===== config.mk =====
export PLATFORM = sky130hd
export DESIGN_NAME = bsg_dff_reset_rr_share
export DESIGN_NICKNAME = d
export VERILOG_FILES = /design/src/rtl/bsg_dff_reset_rr_share.sv
export SDC_FILE = /design/constraint.sdc
export NUM_CORES = 1
export LEC_CHECK = 0
export BUFFER_PORTS_ARGS = -buffer_cell sky130_fd_sc_hd__buf_4
export CAP_MARGIN = 30
export CORE_AREA = 2 2 130 132
export CTS_CLUSTER_SIZE = 12
export DETAILED_ROUTE_END_ITERATION = 8
export DIE_AREA = 0 0 132 134
export HOLD_SLACK_MARGIN = 0.06
export PLACE_DENSITY_LB_ADDON = 0.08
export SLEW_MARGIN = 20
export SYNTH_ARGS = -nofsm -noshare
export SYNTH_HDL_FRONTEND = slang
export SYNTH_SLANG_ARGS = --single-unit

===== constraint.sdc =====
create_clock -name clk_i -period 2.83 [get_ports clk_i]
set_input_delay 0.1415 -clock clk_i [delete_from_list [all_inputs] [get_ports clk_i]]
set_output_delay 0.1415 -clock clk_i [all_outputs]
set_load 0.05 [all_outputs]

===== src/rtl/bsg_dff_reset_rr_share.sv =====
// Shared reset-able holding register with a round-robin arbiter in front.
// One of els_p requesters is granted whenever the register is free; the held
// word is offered downstream with a valid/yumi handshake plus the winner's index.
module bsg_dff_reset_rr_share #(
    parameter int unsigned  width_p   = 64,
    parameter int unsigned  els_p     = 4,
    localparam int unsigned lg_els_lp = $clog2(els_p)
) (
    input  logic                       clk_i,
    input  logic                       reset_i,

    input  logic [els_p-1:0]           v_i,
    input  logic [els_p*width_p-1:0]   data_i,
    output logic [els_p-1:0]           yumi_o,

    output logic                       v_o,
    output logic [width_p-1:0]         data_o,
    output logic [lg_els_lp-1:0]       tag_o,
    input  logic                       yumi_i
);

    logic                 full_r;
    logic [width_p-1:0]   data_r;
    logic [lg_els_lp-1:0] tag_r;
    logic [lg_els_lp-1:0] ptr_r;

    logic                 yumi_eff;
    logic                 free;
    logic                 found;
    logic [lg_els_lp-1:0] win;
    logic [lg_els_lp-1:0] ptr_n;
    int unsigned          idx;

    // A yumi_i without a held word is illegal; ignore it so state cannot corrupt.
    assign yumi_eff = yumi_i & full_r;
    assign free     = ~full_r | yumi_eff;

    // Round-robin scan starting at ptr_r, wrapping modulo els_p.
    always_comb begin
        found = 1'b0;
        win   = '0;
        idx   = 0;
        for (int unsigned i = 0; i < els_p; i++) begin
            idx = (32'(ptr_r) + i) % els_p;
            if (!found && v_i[idx]) begin
                found = 1'b1;
                win   = lg_els_lp'(idx);
            end
        end
    end

    // Pointer moves to just past the winner.
    always_comb begin
        ptr_n = (win == lg_els_lp'(els_p - 1)) ? '0 : win + 1'b1;
    end

    // Grant is combinational so a drain and refill can share one cycle.
    always_comb begin
        yumi_o = '0;
        if (!reset_i && free && found) begin
            yumi_o[win] = 1'b1;
        end
    end

    // Holding register and round-robin pointer.
    always_ff @(posedge clk_i) begin
        if (reset_i) begin
            full_r <= 1'b0;
            data_r <= '0;
            tag_r  <= '0;
            ptr_r  <= '0;
        end else if (free) begin
            if (found) begin
                full_r <= 1'b1;
                data_r <= data_i[win*width_p +: width_p];
                tag_r  <= win;
                ptr_r  <= ptr_n;
            end else begin
                full_r <= 1'b0;
            end
        end
    end

    assign v_o    = full_r;
    assign data_o = data_r;
    assign tag_o  = tag_r;

`ifndef SYNTHESIS
    // Consumer must only take a word that is actually present.
    yumi_only_when_valid: assert property (@(posedge clk_i) disable iff (reset_i) yumi_i |-> full_r)
        else $error("yumi_i asserted while v_o=0");
`endif

endmodule

# Word level (Yosys, flattened, before mapping)
# Cells that the tools add are included.
# word_totals
reg_bits,69
out_inout_bits,71
wordCells,51
# op_classes
n_addsub,4
n_lt_le_gt_ge,6
eq_ne,1
shift,1
muxes,21
bitwise_logic,3
n_reduce_logical,11
# ops
op,count
256-bit by 9-bit variable part select with 64-bit output,1
"2-bit by 3-bit less-than comparator with 1-bit output, second input constant",5
1-bit 2-to-1 mux,10
2-bit 2-to-1 mux,5
1-bit binary-select mux with 2-bit select,4
1-bit logical AND,6
"2-bit by 1-bit adder with 2-bit output, second input constant",2
"2-bit adder, second input constant",2
1-bit zero test,4
4-bit 2-to-1 mux,1
1-bit demux with 2-bit select,1
"2-bit == test, second input constant",1
"2-bit by 1-bit >= comparator with 1-bit output, second input constant",1
2-bit AND reduction,1
1-bit AND,1
1-bit inverter,1
1-bit OR,1

# Longest topological paths before layout
# Gate-level depths: netlist (run 1).
# logic_depth
depth_word,17
mapped_depth,9

# Worst setup path after synthesis (run 1)
# OpenSTA, ideal clock, no wires.
# synth_timing
kind,flip-flop to output port
start,reg full_r (netlist: v_o)
end,out yumi_o[0]
t_arrival_ps,2054
t_required_ps,2689
path_slack_ps,634
path_stages_with_launch,8
n_path_buf,2
cell_sequence,dfxtp_1 nand2b_1 nor2b_1 buf_2 nor2b_1 nand2_1 clkbuf_1 nor2_1
# synth_between
elab_chain_cells,5
elab_cells_between_ends,6
classes_between,1 x mux; 3 x bitwise; 2 x reduce/logical
# synth_lines
element,line_no,source
start: declaration,22,logic full_r;
start signal: assignment,68,full_r <= 1'b0;
start signal: assignment,74,full_r <= 1'b1;
start signal: assignment,79,full_r <= 1'b0;
1-bit AND or 1-bit inverter (tied branches),"35, 36",
1-bit OR (*),36,assign free = ~full_r | yumi_eff;
1-bit logical AND (*) (2 in series),60,if (!reset_i && free && found) begin
4-bit 2-to-1 mux (*),60,
end: declaration,14,"output logic [els_p-1:0] yumi_o,"
# Every way passes the cells marked *; elsewhere a longest branch is shown, timed or not.

# Worst setup path after layout (run 1)
# layout_timing
start,reg ptr_r[1]
end,out yumi_o[2]
# layout_between
elab_chain_cells,17
elab_cells_between_ends,32
classes_between,3 x add/sub; 2 x order compare; 19 x mux; 8 x reduce/logical
# layout_lines
element,line_no,source
start: declaration,25,logic [lg_els_lp-1:0] ptr_r;
start signal: assignment,77,ptr_r <= ptr_n;
branches (longest 16 deep; another with 2-bit by 3-bit less-than comparator with 1-bit output),n/a,
4-bit 2-to-1 mux (*),60,
# Mark *: on every way between the ends. The select of a mux whose other input is x is not followed.

==> summary.md, run 1 <==
| Metric | Value |
|---|---|
| Mapped Cells | `553` |
| Top post-synthesis cells by area | `dfxtp_1 (29%), mux2i_1 (14%), a211o_1 (12%)` |
| F_max | `386 MHz` |
| RR Startpoint | `ptr_r[1]$_SDFFE_PP0P_` |
| CP max-delay cell | `dfxtp_1` |
| Routed met3 length | `1710 um` |
| CP Depth | `7` |
| Worst path arrival time | `2450 ps` |
| Kind of critical path | `reg -> out` |
| Placed Area | `0.00737 sq mm` |
| Post-synth EDFFs | `0` |
| Die height | `134 um` |
| Synthesized Nets | `818` |
| Netlist cell types | `33` |
| Post-synth top area cell | `dfxtp_1` |
| # rows | `47` |
| Largest net degree at the start of global routing | `65` |
| Async SR Flop Fraction | `0` |
| CP startpoint kind | `flop` |
| Full die area | `0.0177 sq mm` |
| Max FO, Critical Path | `14` |
| First-pass GRT wire length | `31,300 um` |
| Setup TNS Final | `0 ps` |
| Commonest cells in the synthesized netlist | `dfxtp_1 (69), mux2i_1 (68), nand2_1 (65), a211o_1 (64), nand3_1 (64)` |
| WL final | `20,800 um` |
| Fin. max-slew vios | `0` |
| Post-route ant nets | `0` |
| Ordered list of cells on the worst path | `mux2i_1 -> o22ai_4 -> nor2_4 -> clkinv_2 -> ha_1 -> and2_1 -> buf_4` |
| Leak | `0.00361 uW` |
| Core ar. | `0.0163 sq mm` |
| Wl on met1 | `8080 um` |
| Worst setup endpoint | `yumi_o[2]` |
| Mean Syn Cell Area | `8.55 sq um` |
| CTS resizes | `0` |
| Yosys reg bits | `69` |
| Peak supply drop | `0.256 mV` |
| Initial DRC Count | `262` |
| Kind of cell adding the most delay to the critical path | `buffers and inverters` |
| Vias in the first global route | `5,747` |
| Most frequent cell after synthesis | `dfxtp_1` |
| Final core utilization | `0.470` |
| Clock skew | `8.27 ps` |
| Worst-path clk slew | `60 ps` |
| Top cell type's share of synthesized area | `0.292` |
| Worst Tran Pin Value | `809 ps` |
| Mapped cell area | `0.00473 sq mm` |
| Sequential share of the synthesized area | `0.292` |
| Diode count | `0` |
| Drc violations | `0` |
| IO Port Bufs | `333` |
| Total power | `4410 uW` |
| CTS H-tree depth | `3` |
| Commonest register cell after synthesis | `dfxtp_1` |
| WP data required | `2690 ps` |
| Clock buffer depth | `2` |
| Crit Reg-Reg Endpoint | `data_o[45]$_SDFFE_PP0P_` |
| Status | `completed` |
| Power per standard cell area | `576 mW/mm^2` |
| Initial core utilization | `0.290` |
| Die X | `132 um` |
| Fillers | `1,574` |
| Clk Latency, worst-skew pair | `330 ps` |
| First drt pass iteration count | `5` |
| Fin. Hold Viols | `0` |
| Via Count | `5,569` |
| Dpl hpwl | `14,700 um` |
| Met2 WL | `10,400 um` |
| Worst rel slew slack | `0.460` |
| DR top layer | `met4` |
| RSZ-0062 raised after global routing | `no` |
| GPL Wtd Cong | `0.845` |
| Routed length per instance | `19.4 um` |
| Root Driver | `clkbuf_16` |
| Final worst-path cycle share | `0.916` |
| CTS tree | `yes` |
| GRT overflow | `0` |
| Synth warnings | `0` |
| Layout cells sized above 1 | `0.478` |
| Initial antenna violation count | `0` |
| Gr usage total | `0.225` |
| I/O Pins | `334` |
| Max cap viols | `0` |
| Crit path time final | `2590 ps` |
| CTS Hold Bufs | `1` |
| R2R cell count | `7` |
| HP Class | `in -> reg` |
| Total CTS buffers | `9` |
| Final Setup Violations | `0` |
| Area Overhead vs Synth | `61.9%` |
| Clk sink count | `69` |
| CP startpoint | `ptr_r[1]$_SDFFE_PP0P_` |
| Reg2reg setup slack | `540 ps` |
| Final net count | `1,114` |
| Via-to-Cell Ratio | `5.19` |
| Post-CTS setup buffer count | `0` |
| Critical path capture point type | `output pin` |
| Critical path's largest stage delay | `490 ps` |
| CP Buf/Inv Count | `2` |
| Design area | `0.00766 sq mm` |
## layout make-up
class	count	area, sq um	area share
well taps	220	275	0.0359
multi-input cells	417	3020	0.395
flip-flops and latches	69	1380	0.180
repair buffers	349	2690	0.351
clock buffers	14	274	0.0358
inverters	3	12.5	0.00163
clock inverters	1	5.00	0.000654
## placed cells by master (no fill, tap or decap)
cell	n
nand2_4	1
nand2b_1	1
o211ai_2	37
nand2b_2	1
nor2b_1	2
buf_12	5
nor2_4	2
nor4_1	1
a21oi_1	3
clkbuf_16	9
o21a_1	1
dfxtp_1	69
o22ai_4	2
dlygate4sd3_1	1
o21ai_0	5
clkbuf_8	3
a211oi_1	1
mux2i_1	68
ha_1	2
and2_1	2
o21ai_1	59
a211o_1	64
nor2_1	6
or3b_2	1
nand2_1	64
nor3b_2	1
buf_4	343
clkbuf_1	2
inv_1	2
o211ai_1	27
a21boi_1	1
nand3_1	64
o22a_2	1
clkinv_2	2
## worst min-delay path: cells and delay by family
kind            cells  cell delay, ps
compound gates      1              60
buf+inv             1              70
simple gates        1             100
## worst min path at each step
stage	start	end	slack, ps	depth (start not counted)
floorplan	v_i[0]	v_o$_SDFFE_PP0N_	310	2
global placement	reset_i	v_o$_SDFFE_PP0N_	400	2
detailed placement	reset_i	ptr_r[0]$_SDFFE_PP0P_	400	2
CTS	yumi_i	v_o$_SDFFE_PP0N_	70	3
global route	data_i[81]	data_o[17]$_SDFFE_PP0P_	100	3
finish	yumi_i	v_o$_SDFFE_PP0N_	80	3
## registers in the layout, summed over array words and instances (netlist names)
| signal | flops |
|---|---|
| data_o | 64 |
| ptr_r | 2 |
| tag_o | 2 |
| v_o | 1 |
## where the power goes
part           internal (uW)  switching, uW
Combinational            801           1290
Clock                    661            439
Sequential              1130           89.8
## cells by family (layout without fill, tap and decap cells)
kind of cell / Yosys count / in the layout / synth area share
AOI/OAI and AO/OA: 201 / 201 / 0.341
and+or+nand+nor: 146 / 146 / 0.140
DFF: 69 / 69 / 0.292
muxes: 68 / 68 / 0.144
buffers and inverters: 67 / 367 / 0.0775
adders and majority gates: 2 / 2 / 0.00529
## routing by layer
layer	vias up	global-route usage
met1	2589	0.249
li1	2677	-
met5	-	0
met3	35	0.0654
met2	268	0.405
met4	0	0.0894
## through the flow
stage | hold slack (ps) | setup slack [ps] | cells
3_5_place_dp | 402 | 527 | 1057
2_1_floorplan | 307 | 634 | 553
6_report | 80.2 | 237 | 1073
5_1_grt | 95.5 | 54.4 | 1073
3_3_place_gp | 398 | 605 | 1057
4_1_cts | 69.2 | 179 | 1073
Note: power is estimated with default switching activity, not from simulation.
==> run 2: changes to the inputs <==
--- a/config.mk
+++ b/config.mk
@@ -8,10 +8,13 @@
 export BUFFER_PORTS_ARGS = -buffer_cell sky130_fd_sc_hd__buf_4
 export CAP_MARGIN = 30
 export CORE_AREA = 2 2 130 132
+export CTS_CLUSTER_DIAMETER = 50
 export CTS_CLUSTER_SIZE = 12
 export DETAILED_ROUTE_END_ITERATION = 8
 export DIE_AREA = 0 0 132 134
+export GPL_ROUTABILITY_DRIVEN = 0
 export HOLD_SLACK_MARGIN = 0.06
+export MAX_ROUTING_LAYER = met4
 export PLACE_DENSITY_LB_ADDON = 0.08
 export SLEW_MARGIN = 20
 export SYNTH_ARGS = -nofsm -noshare
==> summary.md, run 2 (synthesis gave the netlist of run 1 again) <==
| Metric | Value |
|---|---|
| Status | `completed` |
| Power per standard cell area | `576 mW/mm^2 (about the same)` |
| GRT overflow | `0 (unchanged)` |
| Setup TNS Final | `0 ps (unchanged)` |
| CP max-delay cell | `dfxtp_1` |
| Die height | `134 um (unchanged)` |
| WL final | `20,800 um (+0.24%)` |
| Setup slack at placement | `527 ps (unchanged)` |
| Drc violations | `0 (unchanged)` |
| Crit path time final | `2590 ps (-2.32 ps)` |
| Worst-path clk slew | `60 ps (about the same)` |
| Core ar. | `0.0163 sq mm (unchanged)` |
| Initial core utilization | `0.290 (unchanged)` |
| Fin. Hold Viols | `0 (unchanged)` |
| First-pass GRT wire length | `31,200 um (-0.11%)` |
| Commonest cells after routing, fill and taps aside | `buf_4 (343), dfxtp_1 (69), mux2i_1 (68)` |
| Setup slack after layout | `240 ps (+2.32 ps)` |
| Leak | `0.00361 uW (unchanged)` |
| Clock buffer depth | `2 (unchanged)` |
| # rows | `47 (unchanged)` |
| Full die area | `0.0177 sq mm (unchanged)` |
| Dpl hpwl | `14,700 um (unchanged)` |
| Kind of critical path | `reg -> out` |
| Post-CTS setup buffer count | `0 (unchanged)` |
| CP startpoint kind | `flop` |
| Initial DRC Count | `291 (+11%)` |
| Initial antenna violation count | `0 (unchanged)` |
| Area occupied by multi-input gates | `0.00302 sq mm (unchanged)` |
| Post-route ant nets | `0 (unchanged)` |
| Largest net degree at the start of global routing | `65 (unchanged)` |
| Clk Latency, worst-skew pair | `330 ps (about the same)` |
| Via-to-Cell Ratio | `5.27 (+1.5%)` |
| Seq. cell area | `0.00138 sq mm (unchanged)` |
| Design area | `0.00766 sq mm (unchanged)` |
| WP data required | `2690 ps (about the same)` |
| Ordered list of cells on the worst path | `mux2i_1 -> o22ai_4 -> nor2_4 -> clkinv_2 -> ha_1 -> and2_1 -> buf_4` |
| Hold_ws | `83.7 ps (+3.54 ps)` |
| Worst Tran Pin Value | `809 ps (-0.00161 ps)` |
| Fillers | `1,574 (unchanged)` |
| CTS H-tree depth | `3 (unchanged)` |
| IO Port Bufs | `333 (unchanged)` |
| Diode count | `0 (unchanged)` |
| Peak supply drop | `0.250 mV (-2.3%)` |
| Commonest non-fill, non-tap cell in the layout | `buf_4` |
| CTS resizes | `0 (unchanged)` |
| Clk sink count | `69 (unchanged)` |
| Worst rel slew slack | `0.460 (about the same)` |
| Fin. max-slew vios | `0 (unchanged)` |
| F_max | `386 MHz (about the same)` |
| Worst path arrival time | `2450 ps (about the same)` |
| RSZ-0062 raised after global routing | `no` |
| Max cap viols | `0 (unchanged)` |
| Area Overhead vs Synth | `61.9% (unchanged)` |
| CTS tree | `yes` |
| Total power | `4410 uW (about the same)` |
| Layout cells sized above 1 | `0.478 (unchanged)` |
| Total CTS buffers | `9 (unchanged)` |
| Critical path capture point type | `output pin` |
| Routed length per instance | `19.4 um (+0.24%)` |
| I/O Pins | `334 (unchanged)` |
| Max FO, Critical Path | `14 (unchanged)` |
| First drt pass iteration count | `4 (-1)` |
| Largest register FFs | `64 (unchanged)` |
| Vias in the first global route | `5,757 (+0.17%)` |
| Gr usage total | `0.232 (+0.00712)` |
| Final worst-path cycle share | `0.915 (about the same)` |
| Clock skew | `9.65 ps (+1.38 ps)` |
| Critical path's largest stage delay | `490 ps (about the same)` |
| Die X | `132 um (unchanged)` |
| Placed Area | `0.00737 sq mm (unchanged)` |
| Root Driver | `clkbuf_16` |
| Final Setup Violations | `0 (unchanged)` |
| Final net count | `1,114 (unchanged)` |
| Via Count | `5,652 (+1.5%)` |
| HP Class | `in -> reg` |
-- run 2: per-layer routing --
layer	vias to the layer above	routed length, um	global-route usage
li1	2676	-	-
met1	2674	8170	0.258
met2	268	10600	0.403
met3	34	1580	0.0563
met4	0	499	0.0894
met5	-	0	-
-- run 2: cell type report --
| cell class | count | area share |
|---|---|---|
| clock inverters | 1 | 0.000654 |
| repair buffers | 349 | 0.351 |
| clock buffers | 14 | 0.0358 |
| well taps | 220 | 0.0359 |
| multi-input cells | 417 | 0.395 |
| inverters | 3 | 0.00163 |
| flip-flops and latches | 69 | 0.180 |
-- run 2: worst max-delay path: cells and delay by family, from the launching register on --
kind                       cells  cell delay, ps
buffers and inverters          2             520
muxes                          1             370
DFF                            1             490
adders and majority gates      1             320
and+or+nand+nor                2             290
AOI/OAI and AO/OA              1             120
-- run 2: stage by stage --
stage,cells,utilization
final,1073,0.470
after floorplan,553,-
after CTS,1073,0.470
after global routing,1073,0.470
after global placement,1057,0.452
after detailed placement,1057,0.452
-- run 2: worst paths after layout --
kind	start	endpoint	slack, ps	cells after the start
hold / removal	yumi_i	v_o$_SDFFE_PP0N_	80	3
setup / recovery	ptr_r[1]$_SDFFE_PP0P_	yumi_o[2]	240	7
setup reg to reg	ptr_r[1]$_SDFFE_PP0P_	data_o[45]$_SDFFE_PP0P_	540	7
hold reg to reg	data_o[39]$_SDFFE_PP0P_	data_o[39]$_SDFFE_PP0P_	470	2
-- run 2: power by group --
| group | switching (uW) | internal (uW) | leakage, uW |
|---|---|---|---|
| registers | 89.5 | 1130 | 0.000572 |
| clock network | 439 | 661 | 0.000139 |
| logic | 1290 | 801 | 0.00290 |
-- run 2: repair_timing --
item / in CTS / in global routing
hold buffers: 1 / 0
endpoints found under the setup margin: 0 / 0
endpoints found under the hold margin: 5 / 0
==> run 3: changes to the inputs <==
--- a/config.mk
+++ b/config.mk
@@ -8,6 +8,7 @@
 export BUFFER_PORTS_ARGS = -buffer_cell sky130_fd_sc_hd__buf_4
 export CAP_MARGIN = 30
 export CORE_AREA = 2 2 130 132
+export CTS_BUF_LIST = sky130_fd_sc_hd__clkbuf_8 sky130_fd_sc_hd__clkbuf_16
 export CTS_CLUSTER_DIAMETER = 50
 export CTS_CLUSTER_SIZE = 12
 export DETAILED_ROUTE_END_ITERATION = 8
==> summary.md, run 3 (synthesis gave the netlist of run 1 again) <==
| Metric | Value |
|---|---|
| Worst-path clk slew | `60 ps (about the same)` |
| Initial core utilization | `0.290 (unchanged)` |
| Drc violations | `0 (unchanged)` |
| Leak | `0.00362 uW (+0.23%)` |
| Placed Area | `0.00737 sq mm (unchanged)` |
| Post-CTS setup buffer count | `0 (unchanged)` |
| Commonest cells after routing, fill and taps aside | `buf_4 (343), dfxtp_1 (69), mux2i_1 (68)` |
| Layout cells sized above 1 | `0.478 (unchanged)` |
| Final worst-path cycle share | `0.915 (about the same)` |
| Final cell count without fillers | `1,073 (unchanged)` |
| Routed length per instance | `19.4 um (about the same)` |
| Full die area | `0.0177 sq mm (unchanged)` |
| CTS tree | `yes` |
| Max cap viols | `0 (unchanged)` |
| Peak supply drop | `0.251 mV (+0.11%)` |
| CTS resizes | `0 (unchanged)` |
| Diode count | `0 (unchanged)` |
| WP data required | `2690 ps (about the same)` |
| Largest register FFs | `64 (unchanged)` |
| Gr usage total | `0.232 (unchanged)` |
| Critical path capture point type | `output pin` |
| HP Class | `in -> reg` |
| Final net count | `1,114 (unchanged)` |
| Fin. Hold Viols | `0 (unchanged)` |
| Die X | `132 um (unchanged)` |
| Total CTS buffers | `9 (unchanged)` |
| Fillers | `1,574 (unchanged)` |
| Die height | `134 um (unchanged)` |
| Placed cell count | `1,057 (unchanged)` |
| Dpl hpwl | `14,700 um (unchanged)` |
| I/O Pins | `334 (unchanged)` |
| Area occupied by multi-input gates | `0.00302 sq mm (unchanged)` |
| Root Driver | `clkbuf_16` |
| Design area | `0.00766 sq mm (unchanged)` |
| First drt pass iteration count | `6 (+2)` |
| Post-route ant nets | `0 (unchanged)` |
| Worst Tran Pin Value | `809 ps (unchanged)` |
| Crit path time final | `2590 ps (-0.119 ps)` |
| Power per standard cell area | `575 mW/mm^2 (-0.13%)` |
| Largest net degree at the start of global routing | `65 (unchanged)` |
| GRT overflow | `0 (unchanged)` |
| Clk sink count | `69 (unchanged)` |
| Fin. max-slew vios | `0 (unchanged)` |
| Worst path arrival time | `2450 ps (about the same)` |
| Via-to-Cell Ratio | `5.27 (about the same)` |
| CP startpoint kind | `flop` |
| Initial antenna violation count | `0 (unchanged)` |
| Max FO, Critical Path | `14 (unchanged)` |
| Final Setup Violations | `0 (unchanged)` |
| # rows | `47 (unchanged)` |
| Final core utilization | `0.470 (unchanged)` |
| Core ar. | `0.0163 sq mm (unchanged)` |
| Area Overhead vs Synth | `61.9% (unchanged)` |
| F_max | `386 MHz (about the same)` |
| CTS Hold Bufs | `1 (unchanged)` |
| RSZ-0062 raised after global routing | `no` |
| IO Port Bufs | `333 (unchanged)` |
| Clock buffer depth | `2 (unchanged)` |
| Vias in the first global route | `5,757 (unchanged)` |
| Setup TNS Final | `0 ps (unchanged)` |
| CTS H-tree depth | `3 (unchanged)` |
| Seq. cell area | `0.00138 sq mm (unchanged)` |
| Clk Latency, worst-skew pair | `330 ps (about the same)` |
| Commonest non-fill, non-tap cell in the layout | `buf_4` |
| First-pass GRT wire length | `31,200 um (unchanged)` |
| Initial DRC Count | `294 (+1.0%)` |
| WL final | `20,800 um (about the same)` |
| Clock skew | `9.94 ps (+0.286 ps)` |
| Worst rel slew slack | `0.460 (unchanged)` |
| Status | `completed` |
| Kind of critical path | `reg -> out` |
| Via Count | `5,656 (+0.071%)` |
-- run 3: stage by stage --
stage,power (uW),setup slack [ps],hold slack [ps]
floorplan,2570,634,307
global placement,3320,605,398
detailed placement,3340,527,402
CTS,4460,179,69.2
global route,4610,54.5,95.4
finish,4410,240,83.5
-- run 3: cell type report --
cell class | count | area share
Inverter | 3 | 0.00163
Sequential cell | 69 | 0.180
Multi-Input combinational cell | 417 | 0.395
Clock buffer | 12 | 0.0348
Timing Repair Buffer | 349 | 0.351
Clock inverter | 3 | 0.00163
Tap cell | 220 | 0.0359
-- run 3: path summary, 6_finish.rpt --
kind / from / endpoint / slack (ps) / cells past startpoint
setup reg to reg: ptr_r[1]$_SDFFE_PP0P_ / data_o[45]$_SDFFE_PP0P_ / 540 / 7
setup / recovery: ptr_r[1]$_SDFFE_PP0P_ / yumi_o[2] / 240 / 7
hold reg to reg: data_o[39]$_SDFFE_PP0P_ / data_o[39]$_SDFFE_PP0P_ / 470 / 2
hold / removal: yumi_i / v_o$_SDFFE_PP0N_ / 80 / 3
-- run 3: metal layers --
layer | vias to the layer above | GRT usage | share of wire | wire, um
li1 | 2676 | - | - | -
met1 | 2681 | 0.258 | 0.39 | 8150
met2 | 267 | 0.403 | 0.51 | 10600
met3 | 32 | 0.0563 | 0.075 | 1560
met4 | 0 | 0.0894 | 0.023 | 482
met5 | - | - | 0 | 0
-- run 3: power by group --
part	leakage (uW)	internal (uW)	switching [uW]
logic	0.00290	801	1290
clock network	0.000147	654	440
registers	0.000572	1130	89.5
total	0.00362	2590	1820
-- run 3: worst max-delay path: stages (launching register included) --
cell and delay (ps):
dfxtp_1 490, mux2i_1 370, o22ai_4 120, nor2_4 150, clkinv_2 330, ha_1 320, and2_1 140, buf_4 190
